===== config.mk =====
export PLATFORM = sky130hd
export DESIGN_NAME = ins_prefetch
export DESIGN_NICKNAME = d
export VERILOG_FILES = /design/src/rtl/music_pkg.sv /design/src/rtl/ins_fifo.sv /design/src/rtl/ins_prefetch.sv
export SDC_FILE = /design/constraint.sdc
export NUM_CORES = 1
export LEC_CHECK = 0
export BUFFER_PORTS_ARGS = -buffer_cell sky130_fd_sc_hd__buf_4
export CAP_MARGIN = 0
export CORE_MARGIN = 2
export CORE_UTILIZATION = 59
export DETAILED_ROUTE_END_ITERATION = 12
export GPL_TIMING_DRIVEN = 0
export PLACE_DENSITY_LB_ADDON = 0.2
export SETUP_SLACK_MARGIN = 0.3
export SYNTH_ARGS = -nofsm -noshare
export SYNTH_HDL_FRONTEND = slang
export SYNTH_HIERARCHICAL = 1
export SYNTH_SLANG_ARGS = --single-unit

===== constraint.sdc =====
create_clock -name CLK -period 5.23 [get_ports CLK]
set_input_delay 0.7845 -clock CLK [delete_from_list [all_inputs] [get_ports CLK]]
set_output_delay 0.7845 -clock CLK [all_outputs]
set_load 0.03 [all_outputs]

===== src/rtl/music_pkg.sv =====
// Shared definitions for the music core: opcode constants, timing defaults and
// the prefetch FSM state type. Used by ins_prefetch and the execute stage.
package music_pkg;

    localparam logic [3:0]  OP_END          = 4'b0000;
    localparam logic [3:0]  OP_BPM          = 4'b0001;
    localparam int          NOTE_BIT        = 15;
    localparam logic [15:0] PLACEHOLDER_INS = 16'h8001;
    localparam int          CYCLES_PER_SEC  = 50_000_000;
    localparam int          DEFAULT_BPM     = 96;

    typedef enum logic [2:0] {
        FS_IDLE,
        FS_ADDR,
        FS_WAIT,
        FS_CAPTURE,
        FS_STALL,
        FS_HALT
    } fetchState_t;

    function automatic logic isEndOp(input logic [3:0] opcode);
        return opcode == OP_END;
    endfunction

endpackage


===== src/rtl/ins_fifo.sv =====
// Small first-word-fall-through queue. The head entry is always visible on
// headData; count reports occupancy. Pop of an empty queue is ignored, and a
// push into a full queue is accepted only when a pop frees the slot in the
// same cycle. flush empties the queue without touching stored words.
module ins_fifo #(
    parameter int              DEPTH      = 4,
    parameter int              WIDTH      = 34,
    parameter logic [WIDTH-1:0] RESET_WORD = '0
) (
    input  logic                     CLK,
    input  logic                     RST,
    input  logic                     push,
    input  logic [WIDTH-1:0]         pushData,
    input  logic                     pop,
    input  logic                     flush,
    output logic [WIDTH-1:0]         headData,
    output logic                     notEmpty,
    output logic [$clog2(DEPTH):0]   count
);

    localparam int PW = $clog2(DEPTH);
    localparam int CW = PW + 1;

    logic [WIDTH-1:0] mem [DEPTH];
    logic [PW-1:0]    wrPtr;
    logic [PW-1:0]    rdPtr;
    logic             doPop;
    logic             doPush;

    assign doPop    = pop && (count != '0);
    assign doPush   = push && ((count != CW'(DEPTH)) || doPop);
    assign headData = mem[rdPtr];
    assign notEmpty = (count != '0);

    // Storage, pointers and occupancy; entries reset so the head shows a known word.
    always_ff @(posedge CLK or posedge RST) begin
        if (RST) begin
            wrPtr <= '0;
            rdPtr <= '0;
            count <= '0;
            for (int i = 0; i < DEPTH; i++) mem[i] <= RESET_WORD;
        end else if (flush) begin
            wrPtr <= '0;
            rdPtr <= '0;
            count <= '0;
        end else begin
            if (doPush) begin
                mem[wrPtr] <= pushData;
                wrPtr      <= wrPtr + PW'(1);
            end
            if (doPop) rdPtr <= rdPtr + PW'(1);
            count <= count + CW'(doPush) - CW'(doPop);
        end
    end

endmodule


===== src/rtl/ins_prefetch.sv =====
// Instruction prefetch for the music core: walks song memory in SRAM, waits
// out the read latency, and queues words with their addresses for execute.
// Optional build macro: INS_PREFETCH_LOOP_EN (END restarts from start_addr
// instead of halting; END word is not queued and done never asserts).
//
// state   | meaning
// IDLE    | after reset, waiting for start
// ADDR    | drive SRAM_A with pc, clear wait counter
// WAIT    | let SRAM read data settle
// CAPTURE | sample SRAM_D, queue word, advance pc
// STALL   | queue full, wait for a pop before next read
// HALT    | END fetched, waiting for start
module ins_prefetch #(
    parameter int ADDR_W   = 18,
    parameter int DATA_W   = 16,
    parameter int DEPTH    = 4,
    parameter int WAIT_CYC = 2
) (
    input  logic              CLK,
    input  logic              RST,
    input  logic              start,
    input  logic [ADDR_W-1:0] start_addr,
    output logic [ADDR_W-1:0] SRAM_A,
    input  logic [DATA_W-1:0] SRAM_D,
    output logic [DATA_W-1:0] ins_data,
    output logic [ADDR_W-1:0] ins_pc,
    output logic              ins_valid,
    input  logic              ins_ready,
    output logic              busy,
    output logic              done
);
    import music_pkg::*;

    localparam int CW  = $clog2(DEPTH) + 1;
    localparam int WCW = $clog2(WAIT_CYC) + 1;

    fetchState_t               state;
    fetchState_t               stateNext;
    logic [ADDR_W-1:0]         pc;
    logic [WCW-1:0]            wcnt;
    logic [CW-1:0]             fifoCount;
    logic                      fifoPush;
    logic                      fifoFlush;
    logic                      popFire;
    logic                      wordIsEnd;
    logic                      waitDone;
    logic [CW:0]               occKeep;
    logic [CW:0]               occPush;
    logic                      canIssueKeep;
    logic                      canIssuePush;
    logic [ADDR_W+DATA_W-1:0]  headWord;
`ifdef INS_PREFETCH_LOOP_EN
    logic [ADDR_W-1:0]         startAddrQ;
`endif

    // Occupancy after this cycle's pop, with and without the word being captured.
    assign popFire      = ins_valid && ins_ready;
    assign occKeep      = {1'b0, fifoCount} - (CW+1)'(popFire);
    assign occPush      = occKeep + (CW+1)'(1);
    assign canIssueKeep = occKeep < (CW+1)'(DEPTH);
    assign canIssuePush = occPush < (CW+1)'(DEPTH);
    assign wordIsEnd    = isEndOp(SRAM_D[DATA_W-1 -: 4]);
    assign waitDone     = (wcnt == WCW'(WAIT_CYC - 1));

    assign ins_pc   = headWord[DATA_W +: ADDR_W];
    assign ins_data = headWord[DATA_W-1:0];

    ins_fifo #(
        .DEPTH      (DEPTH),
        .WIDTH      (ADDR_W + DATA_W),
        .RESET_WORD ({ADDR_W'(0), DATA_W'(PLACEHOLDER_INS)})
    ) queue (
        .CLK      (CLK),
        .RST      (RST),
        .push     (fifoPush),
        .pushData ({pc, SRAM_D}),
        .pop      (ins_ready),
        .flush    (fifoFlush),
        .headData (headWord),
        .notEmpty (ins_valid),
        .count    (fifoCount)
    );

    // State register.
    always_ff @(posedge CLK or posedge RST) begin
        if (RST) state <= FS_IDLE;
        else     state <= stateNext;
    end

    // Next-state: a new read is only issued when the queue will have room for it.
    always_comb begin
        stateNext = state;
        case (state)
            FS_IDLE, FS_HALT: if (start) stateNext = FS_ADDR;
            FS_ADDR:          stateNext = FS_WAIT;
            FS_WAIT:          if (waitDone) stateNext = FS_CAPTURE;
            FS_CAPTURE: begin
`ifdef INS_PREFETCH_LOOP_EN
                if (wordIsEnd) stateNext = canIssueKeep ? FS_ADDR : FS_STALL;
                else           stateNext = canIssuePush ? FS_ADDR : FS_STALL;
`else
                if (wordIsEnd) stateNext = FS_HALT;
                else           stateNext = canIssuePush ? FS_ADDR : FS_STALL;
`endif
            end
            FS_STALL:         if (canIssueKeep) stateNext = FS_ADDR;
            default:          stateNext = FS_IDLE;
        endcase
    end

    // FSM outputs: status and queue control.
    always_comb begin
        busy      = (state != FS_IDLE) && (state != FS_HALT);
`ifdef INS_PREFETCH_LOOP_EN
        fifoPush  = (state == FS_CAPTURE) && !wordIsEnd;
`else
        fifoPush  = (state == FS_CAPTURE);
`endif
        fifoFlush = (state == FS_HALT) && start;
    end

    // Address walk, latency counter and done flag.
    always_ff @(posedge CLK or posedge RST) begin
        if (RST) begin
            pc     <= '0;
            SRAM_A <= '0;
            wcnt   <= '0;
            done   <= 1'b0;
`ifdef INS_PREFETCH_LOOP_EN
            startAddrQ <= '0;
`endif
        end else begin
            case (state)
                FS_IDLE, FS_HALT: begin
                    if (start) begin
                        pc   <= start_addr;
                        done <= 1'b0;
`ifdef INS_PREFETCH_LOOP_EN
                        startAddrQ <= start_addr;
`endif
                    end
                end
                FS_ADDR: begin
                    SRAM_A <= pc;
                    wcnt   <= '0;
                end
                FS_WAIT: wcnt <= wcnt + WCW'(1);
                FS_CAPTURE: begin
`ifdef INS_PREFETCH_LOOP_EN
                    if (wordIsEnd) pc <= startAddrQ;
                    else           pc <= pc + ADDR_W'(1);
`else
                    pc <= pc + ADDR_W'(1);
                    if (wordIsEnd) done <= 1'b1;
`endif
                end
                default: ;
            endcase
        end
    end

endmodule


==> reports/results.txt <==
Outcome - completed
Syn Nets - 636
Clk buf depth - 2
Clock Pin Slew Worst Setup and Hold Paths - 0.07 ns
Dpl hpwl - 12.4 mm
Routed WL per cell - 20.5 um
Drt first pass iters - 5
PostCTS Resize Cnt - 0
Overall die height - 126 um
Critical path startpoint category - flip-flop
WP data arrival - 3.55 ns
YS warnings - 6
Avg Cell Area, Syn - 15.0 sq um
HP Class - input pin to asynchronous set/reset pin
Share of cells above drive strength 1 - 50.3%
Port Buffers - 92
Total gr overflow - 0
Max Cap Viol - 0
Most common cell after layout, fill and taps aside - dfrtp_1
Primary FF master, synth - dfrtp_1
Max Slew Vio Count - 0
R2r endpoint - queue/count[2]
Routing usage on met3 - 6.58%
Final period util - 61.6%
RSZ-0062 raised after global routing - no
# hold bufs at CTS - 0
Ports - 93
R2R cell count - 14
Vias in the first global route - 5772
Grt met2 use - 39.3%
Reg-to-reg setup timing slack - 2.01 ns
Root Driver - clkbuf_16
Layout Nets - 748
Total setup buffers inserted after CTS - 0
Vias - 5340
Initial antenna violation count - 0
Setup Skew - 0.0101 ns
Fmax - 0.310 GHz
Die X - 126 um
Sequential cell area fraction in the yosys report - 52.8%
Pin count of the biggest net entering global routing - 109
GRT Total Usage - 24.2%
Initial core utilization - 60.4%
Most frequent cells in the layout - dfrtp_1 (177), buf_4 (98), mux2_2 (96)
Post-layout util - 71.4%
DIE AREA - 15900 sq um
Iter 0 DRT Violations - 290
Worst skew pair latency - 0.43 ns
Worst-Margin Slew - 1.27 ns
Setup-failing EPs final - 0
H-tree levels - 4
Grt peak-use layer - met2
Remaining DRCs - 0
WL final - 18.4 mm
Final Wtd Congestion - 0.803
Yosys reg bits - 185
Asr flop ratio synth - 100%
Minimum clock period - 3.22 ns
Critical Path Sink Type - flip-flop
Synth Instances - 587
Antenna cells - 0
CP Class - flip-flop to flip-flop
Synthesized cell area - 8780 sq um
Global-route wire length before repair - 30.2 mm
Vias per cell - 5.96
R2r startpoint - state[2]
Worst vdd ir - 0.000429 V
Core box area - 14500 sq um
Clk sinks - 185
Cts bufs inserted - 17
Post-layout power - 7.44 mW
CTS tree - built
Critical Path RT - 5.56 ns
Leak - 4.66 nW
Synth cell types - 55
Met1 track demand over resource - 32.8%
Largest fanout on the critical path - 15
Cell area power density - 717 nW/um^2
DRT antenna net count - 0
Number of flops mapped to enable cells by yosys - 0
Fin. Hold Viols - 0
Rel. slew slack - 14.2%
Area growth syn-to-layout - 18.2%
FP Rows - 44
[critical path, cell delays in order, from the launching register on]
cell and delay, ns:
dfrtp_1 0.35, buf_2 0.17, nand3b_1 0.20, inv_1 0.17
clkbuf_1 0.52, nor2b_1 0.27, inv_1 0.08, ha_1 0.27
inv_1 0.06, ha_1 0.13, inv_1 0.05, fa_1 0.37
xor2_1 0.16, and2_1 0.17, nor3_1 0.15
[layout make-up]
type	instances	area, sq um
multi-input combinational	353	3860
tap	184	230
timing repair buffer	93	718
clock buffer	20	447
fill	980	4160
clock inverter	12	198
sequential	185	4640
inverter	15	61.3
buffer	34	220
[sequential cells by signal, indices dropped and copies added (netlist names)]
name / count
SRAM_A: 18
done: 1
pc: 18
queue/count: 3
queue/mem: 136
queue/rdPtr: 2
queue/wrPtr: 2
state: 3
wcnt: 2
[synth_stat cells, types with 6 or more instances]
| master | number | share of area, % |
|---|---|---|
| nand2_1 | 23 | 0.98 |
| clkbuf_1 | 11 | 0.47 |
| nor2_1 | 19 | 0.81 |
| buf_2 | 8 | 0.46 |
| buf_4 | 6 | 0.51 |
| o21ai_0 | 12 | 0.68 |
| mux2_2 | 96 | 12 |
| buf_6 | 8 | 1.0 |
| mux2_4 | 60 | 10 |
| inv_1 | 15 | 0.64 |
| dfrtp_1 | 177 | 50 |
| ha_1 | 10 | 1.4 |
| nand3_1 | 9 | 0.51 |
| dfstp_2 | 8 | 2.4 |
| mux4_2 | 34 | 8.7 |
[worst max-delay path by stage]
stage               startpoint             end  slack [ns]  depth (start not counted)
finish                state[2]  queue/count[2]        2.01                         14
global route          state[2]  queue/count[2]        1.73                         14
detailed placement    state[2]  queue/count[2]        2.03                         14
floorplan                  RST  queue/count[0]        0.62                          1
CTS                   state[2]  queue/count[2]        2.00                         14
global placement           RST   queue/mem[71]       -0.65                          2
[layer usage]
metal  vias up  share of wire, %
met5         -                 0
met4         0               1.2
met3        18               5.4
met2       156                50
met1      2779                44
li1       2387                 -
[through the flow]
| step | setup WS [ns] | setup TNS [ns] | area [sq um] | std cells | hold WS, ns |
|---|---|---|---|---|---|
| after floorplan | 0.621 | 0 | 8780 | 587 | 0.466 |
| after global placement | -0.654 | -86.79 | 9700 | 863 | 0.482 |
| after detailed placement | 2.03 | 0 | 9730 | 864 | 0.490 |
| after CTS | 2.00 | 0 | 10400 | 896 | 0.355 |
| after global routing | 1.73 | 0 | 10400 | 896 | 0.359 |
| final | 2.01 | 0 | 10400 | 896 | 0.355 |
[kinds of logic after synthesis]
family                   share of synthesized area, %
AO/OA/AOI/OAI                                    3.71
AND/OR/NAND/NOR                                  6.43
XOR/XNOR                                        0.698
buffers and inverters                            3.15
flip-flops                                       52.8
multiplexers                                     31.5
adder cells (fa/ha/maj)                          1.65
[power breakdown]
group	total (mW)	switching [mW]	internal [mW]
logic	3.37	1.65	1.73
registers	2.67	0.544	2.13
clock network	1.39	0.533	0.860
No activity file was read; power rests on OpenSTA's default activity.
